[config.mk]
export PLATFORM = sky130hd
export DESIGN_NAME = bnn_unit
export DESIGN_NICKNAME = d
export VERILOG_FILES = /design/src/rtl/bnn_pkg.sv /design/src/rtl/popcount8.sv /design/src/rtl/bnn_unit.sv
export SDC_FILE = /design/constraint.sdc
export NUM_CORES = 1
export LEC_CHECK = 0
export CORE_MARGIN = 1
export CORE_UTILIZATION = 52
export CTS_BUF_LIST = sky130_fd_sc_hd__clkbuf_4 sky130_fd_sc_hd__clkbuf_8
export DETAILED_ROUTE_END_ITERATION = 8
export GPL_ROUTABILITY_DRIVEN = 0
export PLACE_DENSITY = 0.85
export RECOVER_POWER = 100
export SETUP_SLACK_MARGIN = 0.05
export SLEW_MARGIN = 5
export SYNTH_ARGS = -nofsm -noshare
export SYNTH_HDL_FRONTEND = slang
export SYNTH_SLANG_ARGS = --single-unit
export TNS_END_PERCENT = 5
[constraint.sdc]
create_clock -name clk -period 8.1 [get_ports clk]
set_input_delay 1.62 -clock clk [delete_from_list [all_inputs] [get_ports clk]]
set_output_delay 1.62 -clock clk [all_outputs]
set_load 0.01 [all_outputs]
[src/rtl/bnn_pkg.sv]
// Shared types and constants for the binary neural-net XNOR/popcount unit.
package bnn_pkg;

  localparam int unsigned BNN_WIDTH = 32;
  localparam int unsigned BNN_CHUNK = 8;
  localparam int unsigned BNN_STEPS = 4;

  typedef enum logic [1:0] {
    FnXnorPc = 2'b00,
    FnAcc    = 2'b01,
    FnClr    = 2'b10,
    FnSign   = 2'b11
  } bnn_func_t;

  typedef enum logic [1:0] {
    StIdle  = 2'b00,
    StCount = 2'b01,
    StDone  = 2'b10
  } bnn_state_t;

  // Maps a 0..32 match count onto a signed -32..+32 activation.
  function automatic logic [BNN_WIDTH-1:0] sign_of_count(input logic [5:0] pop);
    return ({{(BNN_WIDTH - 6){1'b0}}, pop} << 1) - BNN_WIDTH'(BNN_WIDTH);
  endfunction

endpackage

[src/rtl/popcount8.sv]
// Combinational population count of one 8-bit chunk.
module popcount8 (
  input  logic [7:0] data_i,
  output logic [3:0] count_o
);

  always_comb begin
    count_o = '0;
    for (int i = 0; i < 8; i++) begin
      count_o = count_o + 4'(data_i[i]);
    end
  end

endmodule

[src/rtl/bnn_unit.sv]
// Multi-cycle XNOR-popcount unit: one byte per COUNT cycle, with a wrapping 32-bit accumulator.
module bnn_unit
  import bnn_pkg::*;
(
  input  logic                 clk,
  input  logic                 reset,
  input  logic                 start,
  input  logic [1:0]           BNNFuncE,
  input  logic [BNN_WIDTH-1:0] OpA,
  input  logic [BNN_WIDTH-1:0] OpB,
  output logic [BNN_WIDTH-1:0] BNNResult,
  output logic                 busy,
  output logic                 done
);

  bnn_state_t           state_q;
  bnn_func_t            func_q;
  logic [BNN_WIDTH-1:0] opa_q, opb_q, acc_q, result_q;
  logic [5:0]           partial_q;
  logic [1:0]           step_q;
  logic                 busy_q, done_q;

  logic [BNN_WIDTH-1:0] xnor_w;
  logic [7:0]           chunk;
  logic [3:0]           chunk_cnt;
  logic [5:0]           pop_total_d;
  logic [BNN_WIDTH-1:0] acc_d;

  assign xnor_w      = ~(opa_q ^ opb_q);
  assign chunk       = xnor_w[{step_q, 3'b000} +: BNN_CHUNK];
  assign pop_total_d = partial_q + 6'(chunk_cnt);
  assign acc_d       = acc_q + BNN_WIDTH'(pop_total_d);

  popcount8 u_popcount8 (
    .data_i  (chunk),
    .count_o (chunk_cnt)
  );

  always_ff @(posedge clk) begin
    if (reset) begin
      state_q   <= StIdle;
      func_q    <= FnXnorPc;
      opa_q     <= '0;
      opb_q     <= '0;
      acc_q     <= '0;
      result_q  <= '0;
      partial_q <= '0;
      step_q    <= '0;
      busy_q    <= 1'b0;
      done_q    <= 1'b0;
    end else begin
      unique case (state_q)
        // DONE behaves like IDLE for start acceptance, giving back-to-back issue.
        StIdle, StDone: begin
          if (start) begin
            opa_q     <= OpA;
            opb_q     <= OpB;
            func_q    <= bnn_func_t'(BNNFuncE);
            partial_q <= '0;
            step_q    <= '0;
            if (BNNFuncE == FnClr) begin
              state_q  <= StDone;
              acc_q    <= '0;
              result_q <= '0;
              busy_q   <= 1'b0;
              done_q   <= 1'b1;
            end else begin
              state_q <= StCount;
              busy_q  <= 1'b1;
              done_q  <= 1'b0;
            end
          end else begin
            state_q <= StIdle;
            busy_q  <= 1'b0;
            done_q  <= 1'b0;
          end
        end
        StCount: begin
          partial_q <= pop_total_d;
          step_q    <= step_q + 2'd1;
          if (step_q == 2'(BNN_STEPS - 1)) begin
            state_q <= StDone;
            busy_q  <= 1'b0;
            done_q  <= 1'b1;
            unique case (func_q)
              FnXnorPc: result_q <= BNN_WIDTH'(pop_total_d);
              FnAcc: begin
                acc_q    <= acc_d;
                result_q <= acc_d;
              end
              FnSign:  result_q <= sign_of_count(pop_total_d);
              default: result_q <= result_q;
            endcase
          end
        end
        default: begin
          state_q <= StIdle;
          busy_q  <= 1'b0;
          done_q  <= 1'b0;
        end
      endcase
    end
  end

  assign BNNResult = result_q;
  assign busy      = busy_q;
  assign done      = done_q;

endmodule

==> results of run 1 <==
==> area by class of cell <==
cell class,instances,share of cell area (%)
well taps,176,2.611
flip-flops and latches,140,33.23
clock inverters,14,1.602
clock buffers,18,2.864
inverters,18,0.8012
repair buffers,108,12.48
multi-input cells,643,46.41
==> worst min-delay path, delay by kind of cell (launching register included) <==
family,cells,cell delay [ps]
AO/OA/AOI/OAI,1,60
AND/OR/NAND/NOR,1,50
flip-flops,1,310
==> cell families after synthesis <==
logic type,count (synthesis)
AND/OR/NAND/NOR,331
multiplexers,19
XOR/XNOR,50
buffers and inverters,75
AO/OA/AOI/OAI,222
flip-flops,140
adder cells (fa/ha/maj),21
==> routing by layer <==
metal	track usage, %	vias up
met5	0	-
met4	12.26	0
met3	5.792	38
met2	43.35	219
met1	31.36	2973
li1	-	3141
==> cells in the final DEF (no fill, tap or decap), types with 10 or more instances in the layout <==
cell,synthesis,layout
a21oi_1,114,114
dlygate4sd3_1,0,36
a22oi_1,11,11
a31oi_1,10,10
nor2_1,43,43
o21ai_0,23,24
ha_1,15,15
nand4_1,10,10
nand3_1,22,22
clkbuf_8,0,17
clkdlybuf4s50_1,0,65
mux2i_1,11,11
xnor2_1,26,26
and2_1,14,14
nand2_1,185,185
dfxtp_1,140,140
xor2_1,24,24
inv_1,18,18
or3_1,10,10
o22ai_1,13,13
==> final timing paths <==
check,from,end,slack (ps),depth (start not counted)
min,BNNResult[2]$_SDFFE_PP0P_,BNNResult[2]$_SDFFE_PP0P_,470,2
min reg2reg,BNNResult[2]$_SDFFE_PP0P_,BNNResult[2]$_SDFFE_PP0P_,470,2
max,step_q[0]$_SDFFE_PP0P_,BNNResult[21]$_SDFFE_PP0P_,970,18
max reg2reg,step_q[0]$_SDFFE_PP0P_,BNNResult[21]$_SDFFE_PP0P_,970,18
==> power groups by stage <==
stage	Sequential, uW	Combinational [uW]	Clock, uW
after floorplan	748	319	0
after global placement	754	417	0
after detailed placement	756	438	0
after CTS	740	440	554
after global routing	744	494	579
final	740	439	541
==> cell usage after synthesis, types with 3 or more instances <==
library cell and number:
a211oi_1 8, nand3b_1 4, a21oi_1 114, or3_1 10
dfxtp_1 140, and3_1 4, xnor2_1 26, a22oi_1 11
ha_1 15, nor3_1 7, xor2_1 24, nor2_1 43
nand4_1 10, buf_1 8, nor2b_1 8, mux4_2 8
fa_1 6, a31oi_1 10, nand2_1 185, o22ai_1 13
clkbuf_1 36, o21a_1 6, buf_2 10, a2111oi_0 3
mux2i_1 11, o311ai_0 4, nand2b_1 5, nand3_1 22
o211ai_1 7, o21ai_0 23, inv_1 18, and2_1 14
==> per-stage QoR <==
stage               area [sq um]  std cells  total power (uW)  utilization, %  hold WS [ps]
finish                      8433       1117              1719           63.68         465.5
global route                8433       1117              1816           63.68         483.6
floorplan                   7056        858              1067               -         436.2
detailed placement          8108       1085              1194           61.22         458.2
global placement            8108       1085              1171           61.22         450.8
CTS                         8484       1117              1734           64.07         469.9
==> sequential cells by signal (all words and copies together), names as in the netlist <==
| register | count |
|---|---|
| BNNResult | 32 |
| acc_q | 32 |
| opa_q | 32 |
| opb_q | 32 |
| partial_q | 6 |
| func_q | 2 |
| state_q | 2 |
| step_q | 2 |
==> flow_metrics.tcl, run 1 <==
set metrics [dict create \
    status "finished, violations left" \
    violations "max-capacitance violations, max-slew violations" \
    finalCritPeriodShare_pct 88.05 \
    hold_viol 0 \
    fill_cells 1134 \
    routed_wl_um 17310 \
    area_growth_pct 19.52 \
    powerDensity_nw_per_um2 203.9 \
    antenna_found_initial 0 \
    synth_compound_area_share_pct 19.42 \
    start_kind "flop" \
    hpwl_um 12080 \
    clock-sinks 140 \
    synth_top_area_share_pct 39.72 \
    diodes 0 \
    max_stage_delay_ps 700 \
    synth_xor_area_share_pct 6.207 \
    multi_input_area_sq_um 3914 \
    endpoint_kind "flop" \
    report.final.slew_viol_count 114 \
    synth.cell_area_sq_um 7056 \
    leakagePower_uw 0.003150 \
    crit_arrival_ps 7470 \
    period_minus_slack_ps 7132 \
    path_cells "mux4_2 -> ha_1 -> fa_1 -> inv_1 -> fa_1 -> fa_1 -> fa_1 -> inv_1 -> fa_1 -> a21o_1 -> a21oi_1 -> xnor2_1 -> ha_1 -> o211ai_1 -> o21ai_0 -> nand2_1 -> o311ai_0 -> or3b_2" \
    start_util_pct 53.28 \
    drt_iter0_markers 468 \
    grt_max_degree 96 \
    overflow 0 \
    power_frac_comb_pct 25.5 \
    fin_worst_skew_ps 18.23 \
    track_usage_pct 25.82 \
    synth-simple-area-share_pct 21.79 \
    drtPass1Iterations 5 \
    vdd.ir_drop.worst_uv 124.7 \
    post_cts_buffers 0 \
    rows 42 \
    die_w_um 118.5 \
    yosys-top-cells-area "dfxtp_1 40%, nand2_1 9.8%, a21oi_1 8.1%, xnor2_1 3.2%, xor2_1 3.0%" \
    synth_fa_ha_area_share_pct 4.362 \
    synth_area_per_cell_sq_um 8.223 \
    cts_tree "yes" \
    ctsHoldBuffers 0 \
    layout_setup_ws_ps 967.8 \
    async_reset_ff_share_pct 0 \
    io_buffer_count 102 \
    max_slew_margin_pct -75.71 \
    setup_viol 0 \
    yosys-mux-area-fraction_pct 4.114 \
    pwr-share-clk_pct 31.4 \
    cap_viol_max_count 2 \
    synth_nets 948 \
    ctsResizeCount 0 \
    root_buffer "clkbuf_8" \
    cp_common_cell "fa_1" \
    worstPathRequired_ps 8440 \
    die_h_um 118.5 \
    seq_power_share_pct 43.0 \
    switching_share_pct 32.91 \
    holdCritPathClass "flop to flop" \
    ant_nets 0 \
    critPathKind "flop to flop" \
    synth_edf_count 0 \
    clk_pin_slew_worst_paths_ps 80 \
    ys_ff_latch 140 \
    wl_met3_um 1017 \
    seq_area_frac_synth_pct 39.72 \
    core_area_sq_um 13240 \
    p_switching_uw 565.8 \
    register_area_sq_um 2803 \
    top_layer "met4" \
    wl_met2_um 8480 \
    internal_power_uw 1154 \
    viasPerCell 5.704 \
    post-place-ws_ps 1304 \
    insertion_delay_ps 460 \
    tightest_slew_ps 2636 \
    drive_gt1_share_pct 5.951 \
    synth_warnings 0 \
    vias 6371 \
    wl_met1_um 7287 \
    wl_per_cell_um 15.49 \
    die-area_sq_um 14040 \
    cts_buffers 17 \
    synth-main-ff-cell "dfxtp_1" \
    path_max_fanout 14 \
    rsz0062_at_grt "no" \
    ctsHtreeMaxLevel 4 \
    critical_path.top_delay_family "adder cells" \
    drc 0 \
    yosysTopAreaCell "dfxtp_1" \
    critPathBufInv 2 \
    tns_ps 0 \
    synthDistinctLibCells 65 \
    nets 1018 \
    grt_pass1_vias 6011 \
    fmax_mhz 140.2 \
    slowest_stage "dfxtp_1" \
    grt_pass1_wl_um 28640 \
    pin_count 103 \
    clockBufferDepth 2 \
    synth_top_family_by_area "simple AND/OR/NAND/NOR gates" \
    netlist_instances 858 \
]
Power figures use the tool's default switching activity.
==> inputs of run 2 (changes only) <==
--- a/config.mk
+++ b/config.mk
@@ -10,6 +10,7 @@
 export CTS_BUF_LIST = sky130_fd_sc_hd__clkbuf_4 sky130_fd_sc_hd__clkbuf_8
 export DETAILED_ROUTE_END_ITERATION = 8
 export GPL_ROUTABILITY_DRIVEN = 0
+export GPL_TIMING_DRIVEN = 0
 export PLACE_DENSITY = 0.85
 export RECOVER_POWER = 100
 export SETUP_SLACK_MARGIN = 0.05
==> run 2 against run 1 <==
Net effect: clock skew down 0.96 ps; die area did not move; combinational power rose by 6.4%; core utilization grew 1.2 points; clock power fell by 10%; register-to-register slack worse by 270 ps; sequential cell count did not move; critical path depth is 1 higher; the flow now finishes without violations.
==> flow_metrics.tcl, run 2 (same netlist as run 1, synthesis figures left out) <==
set metrics [dict create \
    ctsResizeCount 0 \
    io_buffer_count 102 \
    diodes 0 \
    endpoint_kind "flop" \
    hold_viol 0 \
    status "finished clean" \
    routed_wl_um 19120 \
    mostFrequentLayoutCells "185 x nand2_1, 140 x dfxtp_1, 114 x a21oi_1" \
    register_area_sq_um 2803 \
    ctsHtreeMaxLevel 4 \
    fin_worst_skew_ps 17.27 \
    antenna_found_initial 0 \
    dpl-instance-area_sq_um 8297 \
    viasPerCell 5.734 \
    drive_gt1_share_pct 6.061 \
    vias 6686 \
    multi_input_area_sq_um 3911 \
    post-place-ws_ps 906.3 \
    path_max_fanout 10 \
    wl_per_cell_um 16.40 \
    max_slew_margin_pct 40.95 \
    rsz0062_at_grt "no" \
    start_kind "flop" \
    layout_setup_ws_ps 702.3 \
    report.final.slew_viol_count 0 \
    clockBufferDepth 2 \
    holdCritPathClass "flop to flop" \
    rows 42 \
    cap_viol_max_count 0 \
    ctsHoldBuffers 0 \
    cts_buffers 17 \
    drt_iter0_markers 573 \
    area_growth_pct 21.72 \
    die_h_um 118.5 \
    die_w_um 118.5 \
    finalCritPeriodShare_pct 91.33 \
    overflow 0 \
    drc 0 \
    tightest_slew_ps 863.5 \
    tns_ps 0 \
    track_usage_pct 27.95 \
    start_util_pct 53.28 \
    post_cts_buffers 0 \
    stdcell_area_sq_um 8588 \
    root_buffer "clkbuf_8" \
    core_area_sq_um 13240 \
    whs_ps 458.1 \
    clk_pin_slew_worst_paths_ps 80 \
    vdd.ir_drop.worst_uv 133.0 \
    worstPathRequired_ps 8450 \
    critPathKind "flop to flop" \
    cts_tree "yes" \
    powerDensity_nw_per_um2 197.0 \
    drtPass1Iterations 7 \
    period_minus_slack_ps 7398 \
    grt_max_degree 17 \
    grt_pass1_vias 6375 \
    max_stage_delay_ps 590 \
    hpwl_um 14330 \
    fill_cells 1144 \
    die-area_sq_um 14040 \
    leakagePower_uw 0.003219 \
    nets 1069 \
    final_common_cell "nand2_1" \
    crit_arrival_ps 7750 \
    insertion_delay_ps 470 \
    grt_pass1_wl_um 30500 \
    fmax_mhz 135.2 \
    path_cells "clkbuf_1 -> mux4_2 -> ha_1 -> fa_1 -> inv_1 -> fa_1 -> fa_1 -> fa_1 -> inv_1 -> fa_1 -> a21o_1 -> a21oi_1 -> xnor2_1 -> ha_1 -> o211ai_1 -> o21ai_0 -> nand2_1 -> o311ai_0 -> or3b_2" \
    cp_common_cell "fa_1" \
    pin_count 103 \
    setup_viol 0 \
    p_total_uw 1691 \
    clock-sinks 140 \
    ant_nets 0 \
    slowest_stage "mux4_2" \
]
[run 2: final timing paths]
kind / start / to / slack (ps) / depth (start not counted)
setup / recovery: step_q[0]$_SDFFE_PP0P_ / BNNResult[21]$_SDFFE_PP0P_ / 700 / 19
hold / removal: BNNResult[2]$_SDFFE_PP0P_ / BNNResult[2]$_SDFFE_PP0P_ / 460 / 2
setup reg to reg: step_q[0]$_SDFFE_PP0P_ / BNNResult[21]$_SDFFE_PP0P_ / 700 / 19
hold reg to reg: BNNResult[2]$_SDFFE_PP0P_ / BNNResult[2]$_SDFFE_PP0P_ / 460 / 2
[run 2: final cells by class]
class	instances	area share [%]
buffer	57	2.753
sequential	140	32.63
clock buffer	20	2.987
tap	176	2.564
clock inverter	10	0.8450
multi-input combinational	643	45.54
inverter	18	0.7867
timing repair buffer	102	11.89
[run 2: report_power, final]
part           internal [uW]  leakage [uW]  switching, uW
Clock                    218      0.000165            270
Combinational            189       0.00192            278
Sequential               716       0.00114           21.1
[run 2: stage by stage]
stage	std cells	utilization, %
detailed placement	1136	62.65
finish	1166	64.85
CTS	1166	65.14
global route	1166	64.85
floorplan	858	-
global placement	1136	62.65
[run 2: per-layer routing]
layer	routed length, um	vias up	GRT usage [%]
met5	0	-	0
met4	812	0	15.66
met1	7623	3069	31.90
met3	1406	73	7.095
li1	-	3250	-
met2	9280	294	47.61
[run 2: worst max-delay path: cells and delay by family (launching register included)]
family | cells | cell delay, ps
compound gates | 5 | 1570
fa+ha+maj | 7 | 3170
buf+inv | 3 | 690
mux | 1 | 590
xor+xnor | 1 | 160
flops | 1 | 330
simple gates | 2 | 780
